`src/rtl/fetch_pc_unit_if.sv`:
```
// rtl/fetch_pc_unit_if.sv - fetch stage bus: imem port, execute redirect inputs, decode outputs
interface fetch_pc_unit_if #(
  parameter int CNT_W = 16
);
  logic             stall;
  logic             imem_ready;
  logic             ex_valid;
  logic [2:0]       pc_sel;
  logic [31:0]      alu_target;
  logic [31:0]      jal_target;
  logic [31:0]      inst_in;
  logic [31:0]      imem_addr;
  logic             imem_req;
  logic [31:0]      inst_out;
  logic [31:0]      pc_out;
  logic             inst_valid;
  logic             misalign;
  logic             illegal;
  logic [CNT_W-1:0] redirect_cnt;

  // The fetch unit itself
  modport master (
    input  stall, imem_ready, ex_valid, pc_sel, alu_target, jal_target, inst_in,
    output imem_addr, imem_req, inst_out, pc_out, inst_valid, misalign, illegal,
           redirect_cnt
  );

  // Surrounding pipeline and instruction memory
  modport slave (
    output stall, imem_ready, ex_valid, pc_sel, alu_target, jal_target, inst_in,
    input  imem_addr, imem_req, inst_out, pc_out, inst_valid, misalign, illegal,
           redirect_cnt
  );
endinterface

```
`src/rtl/fetch_pc_unit.sv`:
```
// rtl/fetch_pc_unit.sv - RV32I fetch stage: PC register, imem request, redirect squash
module fetch_pc_unit #(
  parameter logic [31:0] RESET_VECTOR = 32'h4000_0000,
  parameter logic [31:0] TRAP_VECTOR  = 32'h4000_0100,
  parameter logic [31:0] NOP_INST     = 32'h0000_0013,
  parameter int          CNT_W        = 16
) (
  input  logic             clk,
  input  logic             rst,
  fetch_pc_unit_if.master  bus
);

  logic [31:0]      fetch_pc;
  logic [31:0]      req_pc;
  logic             req_valid;
  logic [31:0]      inst_q;
  logic [31:0]      pc_q;
  logic             valid_q;
  logic             misalign_q;
  logic             illegal_q;
  logic [CNT_W-1:0] cnt_q;

  logic             advance;
  logic             redirect;
  logic             is_trap;
  logic [31:0]      raw_target;
  logic             target_misaligned;
  logic [31:0]      target;

  // Whole unit freezes unless downstream accepts and imem data is valid
  assign advance  = !bus.stall && bus.imem_ready;
  assign is_trap  = (bus.pc_sel == 3'd0);
  assign redirect = bus.ex_valid &&
                    (is_trap || bus.pc_sel == 3'd3 || bus.pc_sel == 3'd4);

  // Redirect target select; JALR-style targets drop bit0 before alignment check
  always_comb begin
    raw_target = TRAP_VECTOR;
    case (bus.pc_sel)
      3'd3:    raw_target = {bus.alu_target[31:1], 1'b0};
      3'd4:    raw_target = bus.jal_target;
      default: raw_target = TRAP_VECTOR;
    endcase
  end

  assign target_misaligned = (raw_target[1:0] != 2'b00);
  assign target            = {raw_target[31:2], 2'b00};

  // PC, in-flight request tracking and decode-stage output registers
  always_ff @(posedge clk) begin
    if (!rst) begin
      fetch_pc   <= RESET_VECTOR;
      req_pc     <= 32'h0;
      req_valid  <= 1'b0;
      inst_q     <= NOP_INST;
      pc_q       <= 32'h0;
      valid_q    <= 1'b0;
      misalign_q <= 1'b0;
      illegal_q  <= 1'b0;
      cnt_q      <= '0;
    end else if (advance) begin
      misalign_q <= redirect && target_misaligned;
      illegal_q  <= redirect && is_trap;
      if (redirect) begin
        // Squash the fetch in flight; the stale imem data is dropped next edge
        fetch_pc  <= target;
        req_valid <= 1'b0;
        inst_q    <= NOP_INST;
        valid_q   <= 1'b0;
        if (cnt_q != {CNT_W{1'b1}}) begin
          cnt_q <= cnt_q + 1'b1;
        end
      end else begin
        fetch_pc  <= fetch_pc + 32'd4;
        req_pc    <= fetch_pc;
        req_valid <= 1'b1;
        inst_q    <= req_valid ? bus.inst_in : NOP_INST;
        pc_q      <= req_pc;
        valid_q   <= req_valid;
      end
    end else begin
      misalign_q <= 1'b0;
      illegal_q  <= 1'b0;
    end
  end

  assign bus.imem_addr    = fetch_pc;
  assign bus.imem_req     = rst && !bus.stall;
  assign bus.inst_out     = inst_q;
  assign bus.pc_out       = pc_q;
  assign bus.inst_valid   = valid_q;
  assign bus.misalign     = misalign_q;
  assign bus.illegal      = illegal_q;
  assign bus.redirect_cnt = cnt_q;

endmodule

```
`src/flat_wrapper.sv`:
```
// flat-port wrapper written by rule: the top's interface ports become plain ports
module fetch_pc_unit_flat 
#(
  parameter logic [31:0] RESET_VECTOR = 32'h4000_0000,
  parameter logic [31:0] TRAP_VECTOR  = 32'h4000_0100,
  parameter logic [31:0] NOP_INST     = 32'h0000_0013,
  parameter int          CNT_W        = 16
)
  (clk, rst, bus_stall, bus_imem_ready, bus_ex_valid, bus_pc_sel, bus_alu_target, bus_jal_target, bus_inst_in, bus_imem_addr, bus_imem_req, bus_inst_out, bus_pc_out, bus_inst_valid, bus_misalign, bus_illegal, bus_redirect_cnt);
  fetch_pc_unit_if #(.CNT_W(CNT_W)) bus_i ();
  input  logic clk;
  input  logic rst;
  input wire logic [$bits(bus_i.stall)-1:0] bus_stall;
  input wire logic [$bits(bus_i.imem_ready)-1:0] bus_imem_ready;
  input wire logic [$bits(bus_i.ex_valid)-1:0] bus_ex_valid;
  input wire logic [$bits(bus_i.pc_sel)-1:0] bus_pc_sel;
  input wire logic [$bits(bus_i.alu_target)-1:0] bus_alu_target;
  input wire logic [$bits(bus_i.jal_target)-1:0] bus_jal_target;
  input wire logic [$bits(bus_i.inst_in)-1:0] bus_inst_in;
  output wire logic [$bits(bus_i.imem_addr)-1:0] bus_imem_addr;
  output wire logic [$bits(bus_i.imem_req)-1:0] bus_imem_req;
  output wire logic [$bits(bus_i.inst_out)-1:0] bus_inst_out;
  output wire logic [$bits(bus_i.pc_out)-1:0] bus_pc_out;
  output wire logic [$bits(bus_i.inst_valid)-1:0] bus_inst_valid;
  output wire logic [$bits(bus_i.misalign)-1:0] bus_misalign;
  output wire logic [$bits(bus_i.illegal)-1:0] bus_illegal;
  output wire logic [$bits(bus_i.redirect_cnt)-1:0] bus_redirect_cnt;
  assign bus_i.stall = bus_stall;
  assign bus_i.imem_ready = bus_imem_ready;
  assign bus_i.ex_valid = bus_ex_valid;
  assign bus_i.pc_sel = bus_pc_sel;
  assign bus_i.alu_target = bus_alu_target;
  assign bus_i.jal_target = bus_jal_target;
  assign bus_i.inst_in = bus_inst_in;
  assign bus_imem_addr = bus_i.imem_addr;
  assign bus_imem_req = bus_i.imem_req;
  assign bus_inst_out = bus_i.inst_out;
  assign bus_pc_out = bus_i.pc_out;
  assign bus_inst_valid = bus_i.inst_valid;
  assign bus_misalign = bus_i.misalign;
  assign bus_illegal = bus_i.illegal;
  assign bus_redirect_cnt = bus_i.redirect_cnt;
  fetch_pc_unit #(.RESET_VECTOR(RESET_VECTOR), .TRAP_VECTOR(TRAP_VECTOR), .NOP_INST(NOP_INST), .CNT_W(CNT_W)) u_core (.clk(clk), .rst(rst), .bus(bus_i));
endmodule
```
`config.mk`:
```
export PLATFORM = sky130hd
export DESIGN_NAME = fetch_pc_unit_flat
export DESIGN_NICKNAME = d
export VERILOG_FILES = /design/src/rtl/fetch_pc_unit_if.sv /design/src/rtl/fetch_pc_unit.sv /design/src/flat_wrapper.sv
export SDC_FILE = /design/constraint.sdc
export NUM_CORES = 1
export LEC_CHECK = 0
export CAP_MARGIN = 20
export CORE_MARGIN = 2
export CORE_UTILIZATION = 41
export DETAILED_ROUTE_END_ITERATION = 16
export PLACE_DENSITY = 0.77
export SLEW_MARGIN = 20
export SYNTH_ARGS = -nofsm -noshare
export SYNTH_HDL_FRONTEND = slang
export SYNTH_SLANG_ARGS = --single-unit
```
`constraint.sdc`:
```
create_clock -name clk -period 2 [get_ports clk]
set_clock_uncertainty 0.15 [all_clocks]
set_input_delay 0.4 -clock clk [delete_from_list [all_inputs] [get_ports clk]]
set_output_delay 0.4 -clock clk [all_outputs]
set_load 0.1 [all_outputs]
```
==> reports/metrics.yaml <==
status: "complete, no violations"
dr.first_iter.drc_count: 348
fillers: 1086
core_um2: 15000
final_common_cell: "nand2_1"
layout-drive-gt1-share_pct: 28.7
netlist_instances: 760
path_max_fanout: 4
worst_setup_path_end_kind: "flop"
power_leakage_nw: 3.90
row_count: 45
slowest_stage: "or3_1"
port-buffer-count: 214
grt.total_usage_pct: 25.8
setup_viol: 0
cap_violations: 0
r2r-end: "u_core.bus.redirect_cnt[14]$_SDFFE_PN0P_"
drc: 0
worst_slew_pin_slew_ns: 0.700
antenna_found_initial: 0
cp-endpoint: "u_core.bus.redirect_cnt[14]$_SDFFE_PN0P_"
final_cell_mix: "149 x nand2_1, 120 x buf_12, 99 x dfxtp_1"
die_area_um2: 16200
grt_pass1_vias: 6478
slew_headroom_pct: 53.0
cts_root_buf: "clkbuf_16"
die_w_um: 127
ir_drop_uv: 583
total_power_mw: 6.91
async_flop_share_pct: 0
min_period_over_period_pct: 98.1
hold_viol: 0
final-max-slew-violation-count: 0
final_core_util_pct: 72.8
synth_cell_types: 65
clockBufferDepth: 2
dr_total_vias: 6697
power_density_nw_per_um2: 631
ys_seq_area_share_pct: 45.6
cts_sinks: 142
netlist_area_um2: 6230
r2r_setup_slack_ns: 0.04
insertedDiodeCount: 0
grt_pass1_wl_um: 33100
worst_ep_arrival_time_ns: 2.10
post-route-min-period_ns: 1.96
h-tree-depth: 4
worstSkewPairLatency_ns: 0.42
slowest_delay_ns: 0.49
place_hpwl_um: 15300
crit_type: "reg2reg"
cp.required_ns: 2.14
hp-class: "in2reg"
synth_seq_cells: 142
routed_wl_um: 21200
syn_avg_cell_area_um2: 8.20
drtPass1Iterations: 5
synth-edff-count: 0
cts_made_buffers: 17
cts_tree: "built"
grt_max_degree: 35
die_y_um: 127
cts_hold_buf: 0
syn_to_final_growth_pct: 75.7
ant_nets: 0
max_freq_mhz: 510
grt.overflow.total: 0
reg2reg_from: "u_core.bus.redirect_cnt[0]$_SDFFE_PN0P_"
ys_warn_count: 0
whs_path_depth: 3
final_nets: 1108
crit_start: "u_core.bus.redirect_cnt[0]$_SDFFE_PN0P_"
synth_ff_type: "dfxtp_1"
r2r_cells: 6
floorplan.initialDensity_pct: 41.4
place.gp.congestion: 0.939
io_pins: 220
crit_chain: "ha_4, inv_1, or3_1, nor4b_2, xnor2_1, nor2_1"
path_clk_slew_ns: 0.06
startpoint_type: "flop"
via_per_inst: 5.57
wire_per_inst_um: 17.6
-- worst min-delay path by stage --
stage,to,slack (ns),from
4_1_cts,u_core.bus.pc_out[20]$_SDFFE_PN0P_,0.30,u_core.req_pc[20]$_SDFFE_PN0P_
3_5_place_dp,u_core.req_pc[4]$_SDFFE_PN0P_,0.29,u_core.req_pc[4]$_SDFFE_PN0P_
2_1_floorplan,u_core.bus.pc_out[10]$_SDFFE_PN0P_,0.28,u_core.req_pc[10]$_SDFFE_PN0P_
6_report,u_core.bus.illegal$_SDFF_PN0_,0.17,bus_pc_sel[2]
3_3_place_gp,u_core.bus.pc_out[16]$_SDFFE_PN0P_,0.29,u_core.req_pc[16]$_SDFFE_PN0P_
5_1_grt,u_core.bus.illegal$_SDFF_PN0_,0.20,bus_pc_sel[2]
-- where the power goes --
part | switching, mW | internal [mW] | total (mW)
clock network | 1.21 | 1.87 | 3.08
registers | 0.0503 | 2.82 | 2.87
logic | 0.528 | 0.424 | 0.952
-- cells in the mapped netlist (all sizes together), types with 2 or more instances --
cell type,count,area (um^2)
xnor2,13,114
o22ai,10,62.6
a32o,4,40.0
ha,2,25.0
nor3,18,95.1
o311ai,2,17.5
nand2b,2,12.5
o221ai,2,17.5
nand4,25,163
or2,2,12.5
nand2,150,563
a21oi,76,380
clkbuf,42,158
a32oi,2,17.5
o211ai,5,42.5
and2,2,12.5
or3,2,12.5
a31oi,4,25.0
mux2i,2,20.0
nor2,67,251
a22o,7,61.3
xor2,3,26.3
a211oi,3,22.5
nor4b,3,45.0
nor4,9,103
nand3,20,100
nand3b,2,15.0
o31a,2,17.5
nor3b,4,35.0
and3,7,43.8
a221oi,7,61.3
buf,22,118
or4,4,30.0
inv,5,18.8
o31ai,5,37.5
a221o,3,30.0
a22oi,42,315
dfxtp,142,2840
and4,3,26.3
o21ai,20,100
-- timing repair --
item,in CTS,in global routing
buffers inserted,0,2
setup endpoints to repair,4,78
gates resized for setup,5,9
pin swaps,0,2
-- registers in the layout, summed over array words and instances (netlist names) --
register / cells
u_core.bus.inst_valid: 1
u_core.req_valid: 1
u_core.bus.pc_out: 30
u_core.bus.illegal: 1
u_core.bus.inst_out: 32
u_core.bus.redirect_cnt: 16
u_core.bus.misalign: 1
u_core.bus.imem_addr: 30
u_core.req_pc: 30
-- through the flow --
| stage | TNS (ns) | setup slack [ns] | hold slack, ns | instances | instance area [um^2] |
|---|---|---|---|---|---|
| 2_1_floorplan | -0.0256 | -0.0256 | 0.282 | 763 | 6460 |
| 3_3_place_gp | -37.27 | -0.424 | 0.286 | 1169 | 10300 |
| 3_5_place_dp | -44.71 | -0.465 | 0.293 | 1169 | 10300 |
| 4_1_cts | 0 | 0.000840 | 0.302 | 1201 | 10900 |
| 5_1_grt | -0.0308 | -0.0215 | 0.204 | 1203 | 10900 |
| 6_report | 0 | 0.0381 | 0.170 | 1203 | 10900 |
-- critical path, delay by kind of cell (launching register included) --
kind          cells  cell delay, ns
flops             1            0.39
fa+ha+maj         1            0.17
simple gates      3            0.87
xor+xnor          1            0.16
buf+inv           1            0.09
-- final cells by class --
cell class	count	area, um^2	share of cell area (%)
clock buffers	22	495	4.53
clock inverters	10	83.8	0.766
inverters	5	21.3	0.194
multi-input cells	552	3220	29.4
flip-flops and latches	142	2990	27.3
well taps	188	235	2.15
repair buffers	284	3900	35.7
-- cell families (layout without fill, tap and decap cells) --
| logic type | count (synthesis) | in the layout | synth area share [%] |
|---|---|---|---|
| and+or+nand+nor | 325 | 325 | 25.2 |
| AOI/OAI and AO/OA | 202 | 202 | 21.3 |
| DFF | 142 | 142 | 45.6 |
| buffers and inverters | 69 | 321 | 4.72 |
| xor gates and xnor gates | 16 | 16 | 2.25 |
| muxes | 3 | 3 | 0.502 |
| adders and majority gates | 2 | 2 | 0.402 |
| other | 1 | 4 | 0.0602 |
-- metal layers --
metal	global-route usage [%]	wire, um	share of wire, %	up-vias
li1	-	-	-	3214
met1	30.6	8350	39	3154
met2	43.7	10500	49	297
met3	8.96	1980	9.3	32
met4	8.99	405	1.9	0
met5	0	0	0	-
No activity file was read; power rests on OpenSTA's default activity.
